[src/rtl/keypad_input_conditioner_if.sv]
// Keypad conditioner signal bundle: enable and raw buttons in, conditioned strobes out.
interface keypad_input_conditioner_if;
   logic ENBL;
   logic ZRAW;
   logic ORAW;
   logic ZBUT;
   logic OBUT;
   logic SECI;
   logic BUSY;

   modport slave  (input ENBL, ZRAW, ORAW, output ZBUT, OBUT, SECI, BUSY);
   modport master (output ENBL, ZRAW, ORAW, input ZBUT, OBUT, SECI, BUSY);
endinterface

[src/rtl/keypad_input_conditioner.sv]
// Synchronises and debounces the two keypad buttons, emits one pulse per press
// and a security pulse when both buttons are held together.
module keypad_input_conditioner #(
   parameter int unsigned DB_CYCLES = 4,
   parameter int unsigned CNT_W     = 4
) (
   input  logic                         CLK,
   input  logic                         RSTN,
   keypad_input_conditioner_if.slave    kp
);

   localparam int unsigned NB = 2;
   localparam logic [CNT_W-1:0] DB_LAST = CNT_W'(DB_CYCLES - 1);

   typedef enum logic [1:0] {
      REL  = 2'd0,
      PCHK = 2'd1,
      HELD = 2'd2,
      RCHK = 2'd3
   } btn_state_e;

   // Index 0 is the digit-0 button, index 1 the digit-1 button.
   logic [NB-1:0]    sync1_q, sync2_q;
   btn_state_e       state_q [NB];
   btn_state_e       state_d [NB];
   logic [CNT_W-1:0] cnt_q [NB];
   logic [CNT_W-1:0] cnt_d [NB];
   logic [NB-1:0]    blk_q, blk_d;
   logic [NB-1:0]    acc_q, acc_d;
   logic [NB-1:0]    lvl;
   logic             armed_q, armed_d;
   logic             viol;
   logic             zbut_q, zbut_d;
   logic             obut_q, obut_d;
   logic             seci_q, seci_d;
   logic             busy_q, busy_d;

   always_ff @(posedge CLK) begin
      if (!RSTN) begin
         sync1_q <= '0;
         sync2_q <= '0;
         for (int unsigned i = 0; i < NB; i++) begin
            state_q[i] <= REL;
            cnt_q[i]   <= '0;
         end
         blk_q   <= '0;
         acc_q   <= '0;
         armed_q <= 1'b0;
         zbut_q  <= 1'b0;
         obut_q  <= 1'b0;
         seci_q  <= 1'b0;
         busy_q  <= 1'b0;
      end else begin
         sync1_q <= {kp.ORAW, kp.ZRAW};
         sync2_q <= sync1_q;
         for (int unsigned i = 0; i < NB; i++) begin
            state_q[i] <= state_d[i];
            cnt_q[i]   <= cnt_d[i];
         end
         blk_q   <= blk_d;
         acc_q   <= acc_d;
         armed_q <= armed_d;
         zbut_q  <= zbut_d;
         obut_q  <= obut_d;
         seci_q  <= seci_d;
         busy_q  <= busy_d;
      end
   end

   // Per-button debounce FSM; blk keeps a button pressed across enable rise from counting.
   always_comb begin
      for (int unsigned i = 0; i < NB; i++) begin
         state_d[i] = state_q[i];
         cnt_d[i]   = cnt_q[i];
         blk_d[i]   = blk_q[i];
         if (!kp.ENBL) begin
            state_d[i] = REL;
            cnt_d[i]   = '0;
            blk_d[i]   = sync2_q[i];
         end else begin
            if (!sync2_q[i]) blk_d[i] = 1'b0;
            case (state_q[i])
               REL: begin
                  if (sync2_q[i] && !blk_q[i]) begin
                     state_d[i] = PCHK;
                     cnt_d[i]   = CNT_W'(1);
                  end
               end
               PCHK: begin
                  if (!sync2_q[i]) begin
                     state_d[i] = REL;
                     cnt_d[i]   = '0;
                  end else if (cnt_q[i] >= DB_LAST) begin
                     state_d[i] = HELD;
                     cnt_d[i]   = '0;
                  end else begin
                     cnt_d[i] = cnt_q[i] + CNT_W'(1);
                  end
               end
               HELD: begin
                  if (!sync2_q[i]) begin
                     state_d[i] = RCHK;
                     cnt_d[i]   = CNT_W'(1);
                  end
               end
               RCHK: begin
                  if (sync2_q[i]) begin
                     state_d[i] = HELD;
                     cnt_d[i]   = '0;
                  end else if (cnt_q[i] >= DB_LAST) begin
                     state_d[i] = REL;
                     cnt_d[i]   = '0;
                  end else begin
                     cnt_d[i] = cnt_q[i] + CNT_W'(1);
                  end
               end
               default: begin
                  state_d[i] = REL;
                  cnt_d[i]   = '0;
               end
            endcase
         end
      end
   end

   // Accept strobes, dual-press arbitration and registered output values.
   always_comb begin
      for (int unsigned i = 0; i < NB; i++) begin
         acc_d[i] = kp.ENBL && (state_q[i] == PCHK) && sync2_q[i] && (cnt_q[i] >= DB_LAST);
         lvl[i]   = (state_q[i] == HELD) || (state_q[i] == RCHK);
      end
      viol   = (acc_q[0] && (acc_q[1] || lvl[1])) || (acc_q[1] && lvl[0]);
      zbut_d = kp.ENBL && !armed_q && acc_q[0] && !viol;
      obut_d = kp.ENBL && !armed_q && acc_q[1] && !viol;
      seci_d = kp.ENBL && !armed_q && viol;
      busy_d = kp.ENBL && (|lvl);
      armed_d = armed_q;
      if (!kp.ENBL) begin
         armed_d = 1'b0;
      end else if (seci_d) begin
         armed_d = 1'b1;
      end else if ((state_q[0] == REL) && (state_q[1] == REL)) begin
         armed_d = 1'b0;
      end
   end

   assign kp.ZBUT = zbut_q;
   assign kp.OBUT = obut_q;
   assign kp.SECI = seci_q;
   assign kp.BUSY = busy_q;

endmodule

[src/flat_wrapper.sv]
// flat-port wrapper written by rule: the top's interface ports become plain ports
module keypad_input_conditioner_flat 
#(
   parameter int unsigned DB_CYCLES = 4,
   parameter int unsigned CNT_W     = 4
)
  (CLK, RSTN, kp_ENBL, kp_ZRAW, kp_ORAW, kp_ZBUT, kp_OBUT, kp_SECI, kp_BUSY);
  keypad_input_conditioner_if kp_i ();
  input  logic CLK;
  input  logic RSTN;
  input wire logic [$bits(kp_i.ENBL)-1:0] kp_ENBL;
  input wire logic [$bits(kp_i.ZRAW)-1:0] kp_ZRAW;
  input wire logic [$bits(kp_i.ORAW)-1:0] kp_ORAW;
  output wire logic [$bits(kp_i.ZBUT)-1:0] kp_ZBUT;
  output wire logic [$bits(kp_i.OBUT)-1:0] kp_OBUT;
  output wire logic [$bits(kp_i.SECI)-1:0] kp_SECI;
  output wire logic [$bits(kp_i.BUSY)-1:0] kp_BUSY;
  assign kp_i.ENBL = kp_ENBL;
  assign kp_i.ZRAW = kp_ZRAW;
  assign kp_i.ORAW = kp_ORAW;
  assign kp_ZBUT = kp_i.ZBUT;
  assign kp_OBUT = kp_i.OBUT;
  assign kp_SECI = kp_i.SECI;
  assign kp_BUSY = kp_i.BUSY;
  keypad_input_conditioner #(.DB_CYCLES(DB_CYCLES), .CNT_W(CNT_W)) u_core (.CLK(CLK), .RSTN(RSTN), .kp(kp_i));
endmodule
[config.mk]
export PLATFORM = sky130hd
export DESIGN_NAME = keypad_input_conditioner_flat
export DESIGN_NICKNAME = d
export VERILOG_FILES = /design/src/rtl/keypad_input_conditioner_if.sv /design/src/rtl/keypad_input_conditioner.sv /design/src/flat_wrapper.sv
export SDC_FILE = /design/constraint.sdc
export NUM_CORES = 1
export LEC_CHECK = 0
export ABC_AREA = 0
export CAP_MARGIN = 20
export CORE_ASPECT_RATIO = 1.75
export CORE_MARGIN = 8
export CORE_UTILIZATION = 40
export DETAILED_ROUTE_END_ITERATION = 10
export PLACE_DENSITY_LB_ADDON = 0.1
export SKIP_LAST_GASP = 1
export SYNTH_ARGS = -nofsm -noshare
export SYNTH_HDL_FRONTEND = slang
export SYNTH_SLANG_ARGS = --single-unit
[constraint.sdc]
create_clock -name CLK -period 1.11 [get_ports CLK]
set_clock_uncertainty 0.05 [all_clocks]
set_input_delay 0.222 -clock CLK [delete_from_list [all_inputs] [get_ports CLK]]
set_output_delay 0.222 -clock CLK [all_outputs]
set_load 0.005 [all_outputs]
==> Word level (Yosys, flattened, before mapping) <==
Memory sizes are Yosys's and may differ from the RTL's.
Index checks and enable logic that the tools add are counted.
{ "classes": {"bitwise": 4, "n_reduce_logical": 31, "order_cmp": 2, "eq_ne": 8, "n_addsub": 2, "n_mux": 42} }
{ "ops": {"columns": ["op", "n"], "rows": [
  ["two-way mux 4 bit", 14],
  ["two-way mux 2 bit", 16],
  ["one-hot mux 4 bit (4 select lines)", 2],
  ["logical AND 1 bit", 18],
  ["one-hot mux 2 bit (4 select lines)", 2],
  ["adder 4 x 1 -> 4 bit (second input constant)", 2],
  ["== test 2 bit (second input constant)", 4],
  ["greater-or-equal comparator 4 x 2 -> 1 bit (second input constant)", 2],
  ["two-way mux 1 bit", 8],
  ["== test 2 x 1 -> 1 bit (second input constant)", 2],
  ["zero test 1 bit", 4],
  ["zero test 2 bit", 2],
  ["logical OR 1 bit", 4],
  ["!= test 2 bit (second input constant)", 2],
  ["OR 1 bit", 4],
  ["AND reduction 2 bit", 1],
  ["nonzero test 2 bit", 1],
  ["OR reduction 2 bit", 1]
]} }
{ "totals": {"ff_bits": 13, "ram_bits": 12, "elab_cells": 101, "mem_count": 2} }
{ "mem_list": {"columns": ["name", "depth", "width", "rd", "rd_clocked_by_memory_dff", "write_ports", "line", "source"], "rows": [
  ["u_core.cnt_q", 2, 4, 2, 0, 2, "keypad_input_conditioner.sv:26", "logic [CNT_W-1:0] cnt_q [NB];"],
  ["u_core.state_q", 2, 2, 2, 0, 2, "keypad_input_conditioner.sv:24", "btn_state_e state_q [NB];"]
]} }

==> Logic depth before layout (Yosys ltp) <==
Gate-level depths: netlist of run 1.
{ "logic_depth": {"ltp_word": 7, "depth_mapped": 4} }

==> Least setup slack after synthesis of run 1 <==
Ideal clock, no wire load.
{ "synth_path": {"path_type": "reg-to-reg", "startpoint": "mem u_core.cnt_q[0][0]", "endpoint": "mem u_core.cnt_q[0][1]", "setup_slack_ns": -0.026, "path_stages_with_launch": 5, "t_arrival_ns": 1.028, "setup_time_ns": 0.058, "path_cell_list": "dfxtp_1 -> ha_1 -> nor3_1 -> nand3_1 -> a2bb2o_2"} }
{ "synth_rtl": {"columns": ["element", "line"], "rows": [
  ["start, declared", "keypad_input_conditioner.sv:26"]
]} }

==> results of run 1 <==
==> area by class of cell <==
class                      instances  area [um2]
fill                             222        1000
sequential                        25         515
inverter                           6        22.5
timing repair buffer              31         258
clock buffer                       3        41.3
clock inverter                     1        5.00
tap                               26        32.5
multi-input combinational         62         556
==> layout by cell type (no fill, tap or decap), types with 2 or more instances in the layout <==
master,count
buf_6,2
nor3_4,2
clkdlybuf4s50_1,2
and3_1,7
nand3_2,2
o31ai_2,2
dlygate4sd2_1,2
inv_1,5
nor2_1,5
nand3_1,3
nand2_1,5
nor4_1,4
and2_1,4
buf_4,21
clkdlybuf4s15_1,4
a21oi_1,4
dfxtp_1,15
clkbuf_8,3
or3_1,2
a211oi_2,2
a211oi_1,2
dfxtp_2,9
ha_4,2
==> worst max-delay path, cell delays in order (launching register included) <==
cell      delay (ns)
dfxtp_2         0.35
buf_4           0.15
xor2_4          0.18
nand3_2         0.10
a2bb2o_4        0.23
==> routing by layer <==
layer | up-vias | track usage [%] | part of all wire (%)
met4 | 0 | 4.57 | 1.6
met2 | 5 | 19.7 | 58
li1 | 407 | - | -
met3 | 4 | 1.81 | 1.6
met1 | 388 | 11.2 | 39
met5 | - | 0 | 0
==> where the power goes <==
part	internal, mW	switching (mW)
clock	0.251	0.277
sequential	0.907	0.0129
combinational	0.0629	0.0514
==> timing repair <==
item                                    4_1_cts  5_1_grt
endpoints found under the hold margin         0        0
pin swaps                                     7       12
endpoints found under the setup margin       22       19
resized for setup                            29       16
buffers inserted                              0        2
hold buffers                                  0        0
==> sequential cells by signal, indices dropped and copies added (netlist names), 2 cells and up, named ones only <==
name,cells
u_core.state_q,2
u_core.acc_q,2
u_core.cnt_q,8
u_core.sync1_q,2
u_core.blk_q,2
u_core.sync2_q,2
==> how the worst min path moves through the flow <==
stage,start,to,cells after the start
final,kp_ENBL,u_core.acc_q[0]$_SDFF_PN0_,3
after global routing,kp_ENBL,u_core.acc_q[0]$_SDFF_PN0_,3
after CTS,kp_ENBL,u_core.acc_q[0]$_SDFF_PN0_,3
after detailed placement,u_core.sync1_q[0]$_SDFF_PN0_,u_core.sync2_q[0]$_SDFF_PN0_,1
after global placement,u_core.sync1_q[0]$_SDFF_PN0_,u_core.sync2_q[0]$_SDFF_PN0_,1
after floorplan,kp_ENBL,u_core.blk_q[0]$_SDFFE_PN0P_,1
==> stage by stage <==
stage               hold slack, ns  util (%)
finish                       0.386      58.8
global placement             0.368      50.5
CTS                          0.371      55.9
global route                 0.405      58.8
detailed placement           0.376      50.5
floorplan                    0.263         -
==> logic make-up after synthesis <==
logic type,count (synthesis),share of synthesized area [%]
flops,25,50.6
buf+inv,11,6.70
simple gates,41,24.7
fa+ha+maj,2,2.53
xor+xnor,1,0.885
compound gates,18,14.7
==> results by group, run 1 <==
Outcome
  • Status: finished with violations
  • Failing checks: setup timing

Synth
  • Syn avg cell area: 10.1 um2
  • Post-Syn Area: 990 um2
  • Synthesis Warnings: 0
  • Top_reg_cell synth: dfxtp_1
  • Synth Net Count: 105
  • Area leader, netlist: dfxtp_1
  • Synth Instances: 98
  • Synth area leaders: dfxtp_1 51%, and3_1 4.4%, buf_6 3.4%
  • Sequential share of the synthesized area: 50.6%
  • Share of synthesized registers carrying an async set or reset: 0%
  • Register bit total from synthesis: 25
  • Count leader, synth: dfxtp_1
  • Synth top area share: 50.6%
  • Number of synthesized flops with an enable pin: 0
  • Synth cell count leaders: 25 x dfxtp_1, 7 x and3_1, 6 x inv_1, 6 x nand2_1
  • Post-synthesis cell type count: 27

Setup path
  • Reg2reg start: u_core.sync2_q[0]$_SDFF_PN0_
  • Flop2flop setup slack: -0.04 ns
  • R2R depth: 4
  • Crit-path max FO: 4
  • Setup crit start kind: register
  • CP Capture Type: register
  • RR Endpoint: u_core.cnt_q[0][1]$_SDFFE_PN0P_
  • CP startpoint: u_core.sync2_q[0]$_SDFF_PN0_
  • Critical Path RT: 1.22 ns
  • Setup Crit Path Kind: reg2reg
  • Crit path arrival time: 1.27 ns
  • Critical Path Sink: u_core.cnt_q[0][1]$_SDFFE_PN0P_

Layout
  • Non-filler cells, final: 154
  • Layout cells sized above 1: 46.9%
  • Area Growth Syn to Fin: 44.5%
  • Ant diodes: 0
  • Design area: 0.00143 mm2
  • Nets: 136

STA
  • Max-slew violation count: 0
  • Tcrit/Tclk final: 104%
  • Endpoints failing setup: 7
  • Slew @ Worst Pin: 0.329 ns
  • Fmax: 0.866 GHz
  • Final Hold Fails: 0
  • Fin Setup TNS: -0.124 ns
  • Setup WS post-layout: -0.0443 ns
  • Rel. slew slack: 78.0%
  • Fin crit period: 1.15 ns
  • RSZ-0062 raised after global routing: yes

Clock tree
  • Clock buffer depth: 2
  • CTS tree: yes
  • Worst-Skew Late Latency: 0.26 ns
  • Clock slew at reported path FFs: 0.08 ns
  • H-tree Lvls: 1
  • Clk root buf: clkbuf_8
  • CTS Sinks: 25
  • CTS buffer count: 3

Place
  • Dpl cells: 149
  • Setup WS pre-CTS: -0.399 ns
  • Routability cong.: 0.717
  • DP Wirelength: 1540 um
  • Buffers on Ports: 8
  • Area after DPL: 0.00123 mm2

Global route
  • Largest net degree at the start of global routing: 15
  • GR Util All Layers: 10.7%
  • Remaining global-route overflow: 0
  • First-pass GRT wire length: 3570 um
  • Number of global-route vias before repair: 815
  • Initial antenna violation count: 0

Detailed routing
  • Via Count: 804
  • Initial DRC Count: 23
  • DRT Pass-1 Iters: 4
  • DRT antenna net count: 0
  • Routed len/inst: 13.8 um
  • Vias/cell: 5.22
  • Final wirelength: 2120 um
  • Remaining DRCs: 0

Power
  • Leakage power: 0.564 nW
  • Power per cell area: 1090 mW/mm2
  • Power consumption: 1.56 mW
  • VDD IR max: 0.898 mV

Run
  • Max Cap Violations: 0

Floorplanning
  • Chip width: 53.6 um
  • Number of top-level pins: 9
  • Die ar.: 0.00438 mm2
  • Initial Util: 40.7%
  • Row cnt: 24
  • Core box area: 0.00243 mm2
  • Die height: 81.8 um

Hold path
  • Hold Path Class: in2reg
Note: power is estimated with default switching activity, not from simulation.
==> run 2: changes to the inputs <==
--- a/config.mk
+++ b/config.mk
@@ -8,7 +8,6 @@
 export ABC_AREA = 0
 export CAP_MARGIN = 20
 export CORE_ASPECT_RATIO = 1.75
-export CORE_MARGIN = 8
 export CORE_UTILIZATION = 40
 export DETAILED_ROUTE_END_ITERATION = 10
 export PLACE_DENSITY_LB_ADDON = 0.1
==> run 2 against run 1 <==
  * The run still ends with setup timing left
  * Clock-buffer cell count unchanged
  * Sequential power decreased by 0.7%
  * Final area increased by 2.6%
  * Setup slack got worse by 0.0063 ns
  * Critical path type unchanged
  * Critical endpoint unchanged
  * Largest power group unchanged
  * Highest routed layer unchanged
==> results by group, run 2 (synthesized netlist as in run 1, its figures left out) <==
Setup path
  • Setup crit start kind: register (unchanged)
  • CP Capture Type: register (unchanged)
  • Critical Path RT: 1.21 ns (was 1.22 ns)
  • Crit path arrival time: 1.26 ns (was 1.27 ns)
  • CP delay by family, top: flip-flops (unchanged)
  • RR Endpoint: u_core.cnt_q[0][1]$_SDFFE_PN0P_ (unchanged)
  • Max stage delay on crit path: 0.39 ns (was 0.35 ns)
  • Setup Crit Path Kind: reg2reg (unchanged)
  • R2R depth: 4 (unchanged)
  • Flop2flop setup slack: -0.05 ns (was -0.04 ns)
  • CP max-delay cell: dfxtp_4 (was dfxtp_2)
  • Crit-path max FO: 6 (was 4)
  • CP cell instances: nor3b_2, a211oi_2, buf_4, a2bb2o_2 (was buf_4, xor2_4, nand3_2, a2bb2o_4)
  • WP depth: 4 (unchanged)
  • Buf+Inv Stages, Crit Path: 1 (unchanged)

Layout
  • Final core occ: 63.7% (was 58.8%)
  • Register area: 523 um2 (was 515 um2)
  • Most common cell after layout, fill and taps aside: buf_4 (unchanged)
  • Design area: 0.00147 mm2 (was 0.00143 mm2)
  • Area Growth Syn to Fin: 48.3% (was 44.5%)
  • Layout cells sized above 1: 48.8% (was 46.9%)
  • Nets: 137 (was 136)
  • # fillers: 202 (was 222)
  • Commonest cells after routing, fill and taps aside: 22 x buf_4, 15 x dfxtp_1, 7 x and3_1 (was 21 x buf_4, 15 x dfxtp_1, 9 x dfxtp_2)
  • Ant diodes: 0 (unchanged)
  • Largest register FFs: 8 (unchanged)
  • Multi-input gate area: 571 um2 (was 556 um2)
  • Reg with most FFs: u_core.cnt_q (unchanged)
  • Non-filler cells, final: 154 (unchanged)

Global route
  • Largest net degree at the start of global routing: 15 (unchanged)
  • Initial antenna violation count: 0 (unchanged)
  • GR Util All Layers: 17.7% (was 10.7%)
  • Number of global-route vias before repair: 717 (was 815)
  • Remaining global-route overflow: 0 (unchanged)
  • First-pass GRT wire length: 3260 um (was 3570 um)

STA
  • Setup WS post-layout: -0.0505 ns (was -0.0443 ns)
  • Rel. slew slack: 80.0% (was 78.0%)
  • RSZ-0062 raised after global routing: yes (unchanged)
  • Fin crit period: 1.16 ns (was 1.15 ns)
  • Tcrit/Tclk final: 105% (was 104%)
  • Slew @ Worst Pin: 0.298 ns (was 0.329 ns)
  • Fmax: 0.862 GHz (was 0.866 GHz)
  • Fin Setup TNS: -0.142 ns (was -0.124 ns)
  • Endpoints failing setup: 5 (was 7)
  • Final Hold Fails: 0 (unchanged)
  • Max-slew violation count: 0 (unchanged)
  • Hold_ws: 0.280 ns (was 0.386 ns)

Detailed routing
  • Wl on met1: 877 um (was 819 um)
  • Initial DRC Count: 11 (was 23)
  • Final wirelength: 2000 um (was 2120 um)
  • DR WL met2: 1070 um (was 1230 um)
  • Routed wl met3: 28 um (was 34 um)
  • DRT Pass-1 Iters: 3 (was 4)
  • Vias/cell: 5.23 (was 5.22)
  • Remaining DRCs: 0 (unchanged)
  • Routed len/inst: 13.0 um (was 13.8 um)
  • Max layer used: met4 (unchanged)
  • Via Count: 806 (was 804)
  • DRT antenna net count: 0 (unchanged)

Clock tree
  • CTS Hold Bufs: 0 (unchanged)
  • Worst-Skew Late Latency: 0.27 ns (was 0.26 ns)
  • Clock buffer depth: 2 (unchanged)
  • CTS tree: yes (unchanged)
  • H-tree Lvls: 1 (unchanged)
  • Clock slew at reported path FFs: 0.09 ns (was 0.08 ns)
  • CTS Sinks: 25 (unchanged)
  • Clk root buf: clkbuf_8 (unchanged)
  • CTS buffer count: 3 (unchanged)

Power
  • Power per cell area: 1060 mW/mm2 (was 1090 mW/mm2)
  • Leakage power: 0.573 nW (was 0.564 nW)
  • VDD IR max: 0.780 mV (was 0.898 mV)

Outcome
  • Failing checks: setup timing (unchanged)
  • Status: finished with violations (unchanged)

Floorplanning
  • Die ar.: 0.00268 mm2 (was 0.00438 mm2)
  • Row cnt: 23 (was 24)
  • Die height: 67.8 um (was 81.8 um)
  • Core box area: 0.00230 mm2 (was 0.00243 mm2)
  • Chip width: 39.6 um (was 53.6 um)
  • Number of top-level pins: 9 (unchanged)
  • Initial Util: 43.0% (was 40.7%)

Run
  • Max Cap Violations: 0 (unchanged)

Hold path
  • Min-delay src: kp_ENBL (unchanged)
  • End of the worst hold path: u_core.blk_q[0]$_SDFFE_PN0P_ (was u_core.acc_q[0]$_SDFF_PN0_)
  • Hold Path Class: in2reg (unchanged)
  • Hold path depth: 2 (was 3)

Place
  • DP Wirelength: 1410 um (was 1540 um)
  • Dpl cells: 149 (unchanged)
  • Routability cong.: 0.665 (was 0.717)
  • Area after DPL: 0.00123 mm2 (about the same)
  • Buffers on Ports: 8 (unchanged)
-- run 2: power by group --
part / internal (mW) / switching [mW]
clock network: 0.250 / 0.273
logic: 0.0730 / 0.0515
registers: 0.901 / 0.0132
-- run 2: worst max-delay path by stage --
stage	slack (ns)	startpoint	end
after floorplan	0.003	register	u_core.cnt_q[0][1]$_SDFFE_PN0P_
after global placement	-0.31	RSTN	u_core.cnt_q[0][5]$_SDFFE_PN0P_
after detailed placement	-0.33	RSTN	u_core.cnt_q[0][4]$_SDFFE_PN0P_
after CTS	-0.06	register	u_core.cnt_q[0][1]$_SDFFE_PN0P_
after global routing	-0.08	u_core.sync2_q[0]$_SDFF_PN0_	u_core.cnt_q[0][1]$_SDFFE_PN0P_
final	-0.05	register	u_core.cnt_q[0][1]$_SDFFE_PN0P_
-- run 2: through the flow --
stage	total power [mW]	setup WS, ns
5_1_grt	1.62	-0.0780
2_1_floorplan	0.984	0.00301
4_1_cts	1.57	-0.0591
3_3_place_gp	1.04	-0.311
6_report	1.56	-0.0505
3_5_place_dp	1.04	-0.331
-- run 2: area by class of cell --
class | instances | share of cell area [%]
Clock inverter | 1 | 0.341
Timing Repair Buffer | 32 | 18.7
Tap cell | 25 | 2.13
Sequential cell | 25 | 35.6
Inverter | 6 | 1.53
Clock buffer | 3 | 2.81
Multi-Input combinational cell | 62 | 38.9
-- run 2: routing by layer --
layer	up-vias	GRT usage, %
met5	-	0
met4	0	9.05
met3	2	1.97
met2	6	28.3
met1	389	22.4
li1	409	-
-- run 2: what timing repair did --
action / in CTS / in global routing
hold endpoints to repair: 0 / 0
setup endpoints to repair: 19 / 17
cloned: 0 / 0
buffers inserted: 0 / 1
pin swaps: 10 / 11
gates resized for setup: 33 / 17
